<file path="config.mk">
export PLATFORM = sky130hd
export DESIGN_NAME = pipelined_carry_adder
export DESIGN_NICKNAME = d
export VERILOG_FILES = /design/src/rtl/pipelined_carry_adder.sv
export SDC_FILE = /design/constraint.sdc
export NUM_CORES = 1
export LEC_CHECK = 0
export BUFFER_PORTS_ARGS = -buffer_cell sky130_fd_sc_hd__clkbuf_2
export CELL_PAD_IN_SITES_DETAIL_PLACEMENT = 0
export CELL_PAD_IN_SITES_GLOBAL_PLACEMENT = 1
export CORE_ASPECT_RATIO = 0.9
export CORE_MARGIN = 5
export CORE_UTILIZATION = 44
export DETAILED_ROUTE_END_ITERATION = 12
export PLACE_DENSITY_LB_ADDON = 0.1
export SLEW_MARGIN = 20
export SYNTH_ARGS = -nofsm -noshare
export SYNTH_HDL_FRONTEND = slang
export SYNTH_SLANG_ARGS = --single-unit
</file>
<file path="constraint.sdc">
create_clock -name clk -period 8.8 [get_ports clk]
set_input_delay 1.76 -clock clk [delete_from_list [all_inputs] [get_ports clk]]
set_output_delay 1.76 -clock clk [all_outputs]
set_load 0.05 [all_outputs]
</file>
<file path="src/rtl/pipelined_carry_adder.sv">
// pipelined_carry_adder: STAGES-deep chunked ripple adder with valid/ready flow control; PIPE_ADD_SUB_EN adds a sub port.
module pipelined_carry_adder #(
  parameter int WIDTH = 32,
  parameter int CHUNK = 8
) (
  input  logic             clk,
  input  logic             rst,
  input  logic             in_valid,
  output logic             in_ready,
  input  logic [WIDTH-1:0] a,
  input  logic [WIDTH-1:0] b,
  input  logic             cin,
`ifdef PIPE_ADD_SUB_EN
  input  logic             sub,
`endif
  output logic             out_valid,
  input  logic             out_ready,
  output logic [WIDTH-1:0] sum,
  output logic             cout,
  output logic             ovf
);
  localparam int STAGES = WIDTH / CHUNK;
  localparam int L = STAGES - 1;
  logic             v_r[STAGES], c_r[STAGES];
  logic [WIDTH-1:0] a_r[STAGES], b_r[STAGES], s_r[STAGES];
  logic             ovf_r;
  logic             v_i[STAGES], c_i[STAGES], c_n[STAGES];
  logic [WIDTH-1:0] a_i[STAGES], b_i[STAGES], s_i[STAGES], s_n[STAGES];
  logic [WIDTH-1:0] b0;
  logic             c0, stall, ovf_n;
`ifdef PIPE_ADD_SUB_EN
  assign b0 = sub ? ~b : b;
  assign c0 = sub | cin;
`else
  assign b0 = b;
  assign c0 = cin;
`endif
  assign stall     = v_r[L] & ~out_ready;
  assign in_ready  = ~stall;
  assign out_valid = v_r[L];
  assign sum       = s_r[L];
  assign cout      = c_r[L];
  assign ovf       = ovf_r;
  for (genvar k = 0; k < STAGES; k++) begin : g_stage
    logic [CHUNK:0] t;
    if (k == 0) begin : g_first
      assign v_i[k] = in_valid;
      assign c_i[k] = c0;
      assign a_i[k] = a;
      assign b_i[k] = b0;
      assign s_i[k] = '0;
    end else begin : g_next
      assign v_i[k] = v_r[k-1];
      assign c_i[k] = c_r[k-1];
      assign a_i[k] = a_r[k-1];
      assign b_i[k] = b_r[k-1];
      assign s_i[k] = s_r[k-1];
    end
    assign t      = {1'b0, a_i[k][k*CHUNK +: CHUNK]} + {1'b0, b_i[k][k*CHUNK +: CHUNK]} + (CHUNK+1)'(c_i[k]);
    // chunk k of s_i is still zero, so OR-ing the new chunk in is enough
    assign s_n[k] = s_i[k] | (WIDTH'(t[CHUNK-1:0]) << (k*CHUNK));
    assign c_n[k] = t[CHUNK];
  end
  assign ovf_n = (a_i[L][WIDTH-1] == b_i[L][WIDTH-1]) & (s_n[L][WIDTH-1] != a_i[L][WIDTH-1]);
  always_ff @(posedge clk or posedge rst) begin
    if (rst) begin
      for (int k = 0; k < STAGES; k++) begin
        v_r[k] <= 1'b0;
        c_r[k] <= 1'b0;
        a_r[k] <= '0;
        b_r[k] <= '0;
        s_r[k] <= '0;
      end
      ovf_r <= 1'b0;
    end else if (!stall) begin
      for (int k = 0; k < STAGES; k++) begin
        v_r[k] <= v_i[k];
        c_r[k] <= c_n[k];
        a_r[k] <= a_i[k];
        b_r[k] <= b_i[k];
        s_r[k] <= s_n[k];
      end
      ovf_r <= ovf_n;
    end
  end
endmodule

</file>
---- Yosys cells after proc, flatten, opt, wreduce, memory -nomap -nowiden ----
Cells that the tools add are included.
word-level totals
  bits in registers ....................... 305
  bits of input ports ..................... 69
  output and inout bits ................... 36
  logic and storage cells ................. 36
cells by class
  add/subtract/negate cells ............... 8
  equal/unequal tests ..................... 2
  bitwise logic cells ..................... 7
operators by type and width
  cell                                            number
  8-bit by 8-bit adder with 9-bit output          4
  9-bit by 1-bit adder with 9-bit output          4
  32-bit by 24-bit bitwise OR with 32-bit output  1
  32-bit bitwise OR                               1
  8-bit by 16-bit bitwise OR with 16-bit output   1
  1-bit AND                                       2
  1-bit NOT                                       2
  1-bit equality test                             1
  1-bit != test                                   1

---- Depth between registers and ports, before layout ----
  word-level depth ........................ 5
  mapped depth ............................ 7
  depth with buffers taken out ............ 7

---- Worst setup path before layout ----
OpenSTA, ideal clock, no wires.
  kind .................................... input to output
  from .................................... input out_ready
  to ...................................... output in_ready
  arrival time ............................ 2.643 ns
  data required time ...................... 7.040 ns
  path slack .............................. 4.397 ns
  cell stages on the path ................. 4
  path buffers ............................ 2
  cells stage by stage .................... nor2b_1 > buf_2 > inv_2 > clkbuf_1
on the way
  word-level cells in the longest chain between the ends .. 3
RTL lines
  element             line  RTL
  start: declaration  17    input logic out_ready,
  1-bit NOT           38    assign stall = v_r[L] & ~out_ready;
  1-bit AND           38
  1-bit NOT           39    assign in_ready = ~stall;
  end: declaration    9     output logic in_ready,
Every way passes these cells.

---- Worst setup path after layout ----
Same ends and word-level chain as after synthesis.

==> results.yml <==
run_status:
  run_status: "finished clean"
clock_network:
  cts-hold-fix-buffers: 0
  number_of_clock_buffers_inserted_by_tritoncts: 17
  cts.repair.resized: 0
  cts_setup_buffers: 0
  cts.sink_count: 185
  cts.reportedPaths.clkPinSlew_ps: 70
  cts_max_level: 4
  clock_path_buffers: 2
  clk_latency_ps: 430
  clk_root_buffer_cell: "clkbuf_16"
  cts_tree: "built"
global_routing:
  maximum_number_of_pins_on_one_net_before_global_route_repair: 142
  first_global_vias: 5822
  grt_overflow: 0
  combined_global_route_utilization_of_all_metal_layers_pct: 15.9
  grt_first_pass_wirelength_um: 28100
  grt_antenna_before_repair: 0
power:
  power.density_mw_per_mm2: 383
  switching_fraction_of_total_power_pct: 41.2
  post-layout-total-power_mw: 3.56
  cellInternalPower_mw: 2.10
  power_leakage_nw: 4.94
  vdd_drop_max_mv: 0.144
  power.share.sequential_pct: 40.1
  comb_power_share_pct: 39.5
  p_sw_mw: 1.47
  share_clk_of_total_power_pct: 20.5
sta:
  finalHoldWorstSlack_ps: 464
  fin_setup_tns_ps: 0
  max_slew.worst_pin.slew_ps: 999
  finalHoldViolations: 0
  fin_worst_skew_ps: 8.62
  final-max-slew-violation-count: 0
  final_min_period_over_clock_period_pct: 54.5
  slew-limit-headroom_pct: 33.4
  max_freq_mhz: 209
  setup_viol: 0
  period_needed_ps: 4790
  setup_repair_after_global_routing_missed_its_margin: "no"
synthesis:
  instance_count_of_the_mapped_netlist: 894
  yosysTopAreaCell: "dfrtp_1"
  synth_flop_cell: "dfrtp_1"
  post_synth_most_frequent_cells: "489 x nand2_1, 185 x dfrtp_1, 28 x ha_1"
  ys_ff_latch: 185
  post_synth_instance_area_mm2: 0.00802
  synth_enable_flop_cells: 0
  synth_async_sr_flop_share_pct: 100
  synth.most_common_cell: "nand2_1"
  synth.avg_cell_area_um2: 8.97
  synth_top_cells_by_area: "dfrtp_1 58%, nand2_1 23%, ha_1 4.4%"
  ys_seq_area_share_pct: 57.7
  yosys_warnings: 0
  synthesis.nets: 999
  synth_top_area_share_pct: 57.7
  synth.distinct_cells: 35
cells_and_area:
  insertedDiodeCount: 0
  post_route_cells_drive_above_1_share_pct: 14.9
  flow.area_growth_from_synthesis_pct: 16.1
  nets: 1086
  fillCellCount: 1735
floorplan:
  floorplan.rows: 46
  fp.coreArea_mm2: 0.0178
  die-height_um: 138
  fp.dieW_um: 152
  die_area_mm2: 0.0210
  starting_utilization_of_the_core_area_pct: 45.1
  top_level_ports: 105
detailed_routing:
  route.antenna.remaining_nets: 0
  drt_iter0_markers: 332
  post_drt_via_cell_ratio: 4.61
  post-route-drc-count: 0
  dr_total_vias: 5693
  detail_route.wirelength_um: 15700
  drt_pass1_iterations: 4
  avgRoutedWirePerCell_um: 12.7
critical_path:
  cp-end-kind: "primary output"
  worst-endpoint-required_ps: 7040
  crit-reg2reg-launch: "a_i[24]"
  worst_setup_path_startpoint: "out_ready"
  cp.arrival_ps: 3030
  cp-start-kind: "input port"
  critical_path_fanout_max: 114
  critical_path_class: "input port to primary output"
placement:
  buffer_ports.inserted: 104
  post-dp-hpwl_um: 10100
  finalWeightedCongestion: 0.740
hold_path:
  holdCritPathClass: "flop to flop"
  hold_path_startpoint: "sum[0]"
run:
  max-cap-violations: 0
## routing by layer
metal / wire length (um) / track usage, % / up-vias
met5: 0 / 0 / -
met4: 219 / 4.97 / 0
met3: 528 / 3.71 / 15
met2: 6840 / 24.1 / 74
met1: 8130 / 22.8 / 2603
li1: - / - / 3001
## state kept, by name, summed over array words and instances (netlist names)
signal / flops
ovf: 1
c_i: 3
sum: 32
a_i: 48
s_i: 48
cout: 1
b_i: 48
v_i: 3
out_valid: 1
## worst max-delay path, stage by stage
cell	delay [ps]
clkbuf_2	100
nor2b_4	390
inv_6	380
clkbuf_2	360
## final timing paths
path                            end  slack, ps  depth (start not counted)
max in group asynchronous   a_i[75]       6050                          4
hold / removal               sum[0]        460                          2
min in group asynchronous   a_i[90]       1390                          2
setup / recovery           in_ready       4010                          4
hold reg to reg              sum[0]        460                          2
setup reg to reg            sum[30]       6230                          7
## layout make-up
cell class | count | area [um^2] | area share [%]
Tap cell | 240 | 300 | 3.23
Inverter | 6 | 35.0 | 0.376
Timing Repair Buffer | 109 | 578 | 6.21
Clock inverter | 14 | 126 | 1.36
Multi-Input combinational cell | 662 | 3200 | 34.4
Clock buffer | 18 | 439 | 4.72
Sequential cell | 185 | 4630 | 49.7
## power by group through the flow
stage	sequential [mW]	clock [mW]	combinational, mW
6_report	1.43	0.729	1.41
5_1_grt	1.48	0.789	1.61
4_1_cts	1.43	0.752	1.43
3_5_place_dp	1.45	0	1.43
3_3_place_gp	1.44	0	1.41
2_1_floorplan	1.67	0	0.872
## cell families after synthesis
kind of cell	count (synthesis)	share of synthesized area, %
buffers and inverters	47	2.42
AO/OA/AOI/OAI	80	6.15
AND/OR/NAND/NOR	527	25.2
adder cells (fa/ha/maj)	36	6.37
XOR/XNOR	19	2.08
flip-flops	185	57.7
## cells in the final DEF (no fill, tap or decap), types with 2 or more instances in the layout
cell,instances
buf_4,4
a31oi_1,4
dfrtp_1,185
xnor2_1,6
inv_1,4
or3_1,3
o31ai_1,4
clkinvlp_4,5
o21ai_0,23
inv_6,2
nor2b_1,2
clkinv_2,3
clkbuf_16,17
ha_1,28
xor2_1,13
clkinv_4,4
fa_1,8
a21oi_1,21
nand2b_1,4
nor3_1,10
nand2_1,489
a211oi_1,5
o21ai_1,5
o211ai_1,3
a21o_1,5
clkbuf_2,104
o21a_1,2
nor2_1,15
o21bai_1,2
## through the flow
stage | setup slack, ps | util (%) | instance area, um^2 | cells
after floorplan | 2010 | - | 8020 | 894
after global placement | 4000 | 49.0 | 8720 | 1201
after detailed placement | 3990 | 49.0 | 8720 | 1201
after CTS | 3990 | 52.2 | 9280 | 1233
after global routing | 3900 | 52.3 | 9310 | 1234
final | 4010 | 52.3 | 9310 | 1234
Note: power is estimated with default switching activity, not from simulation.
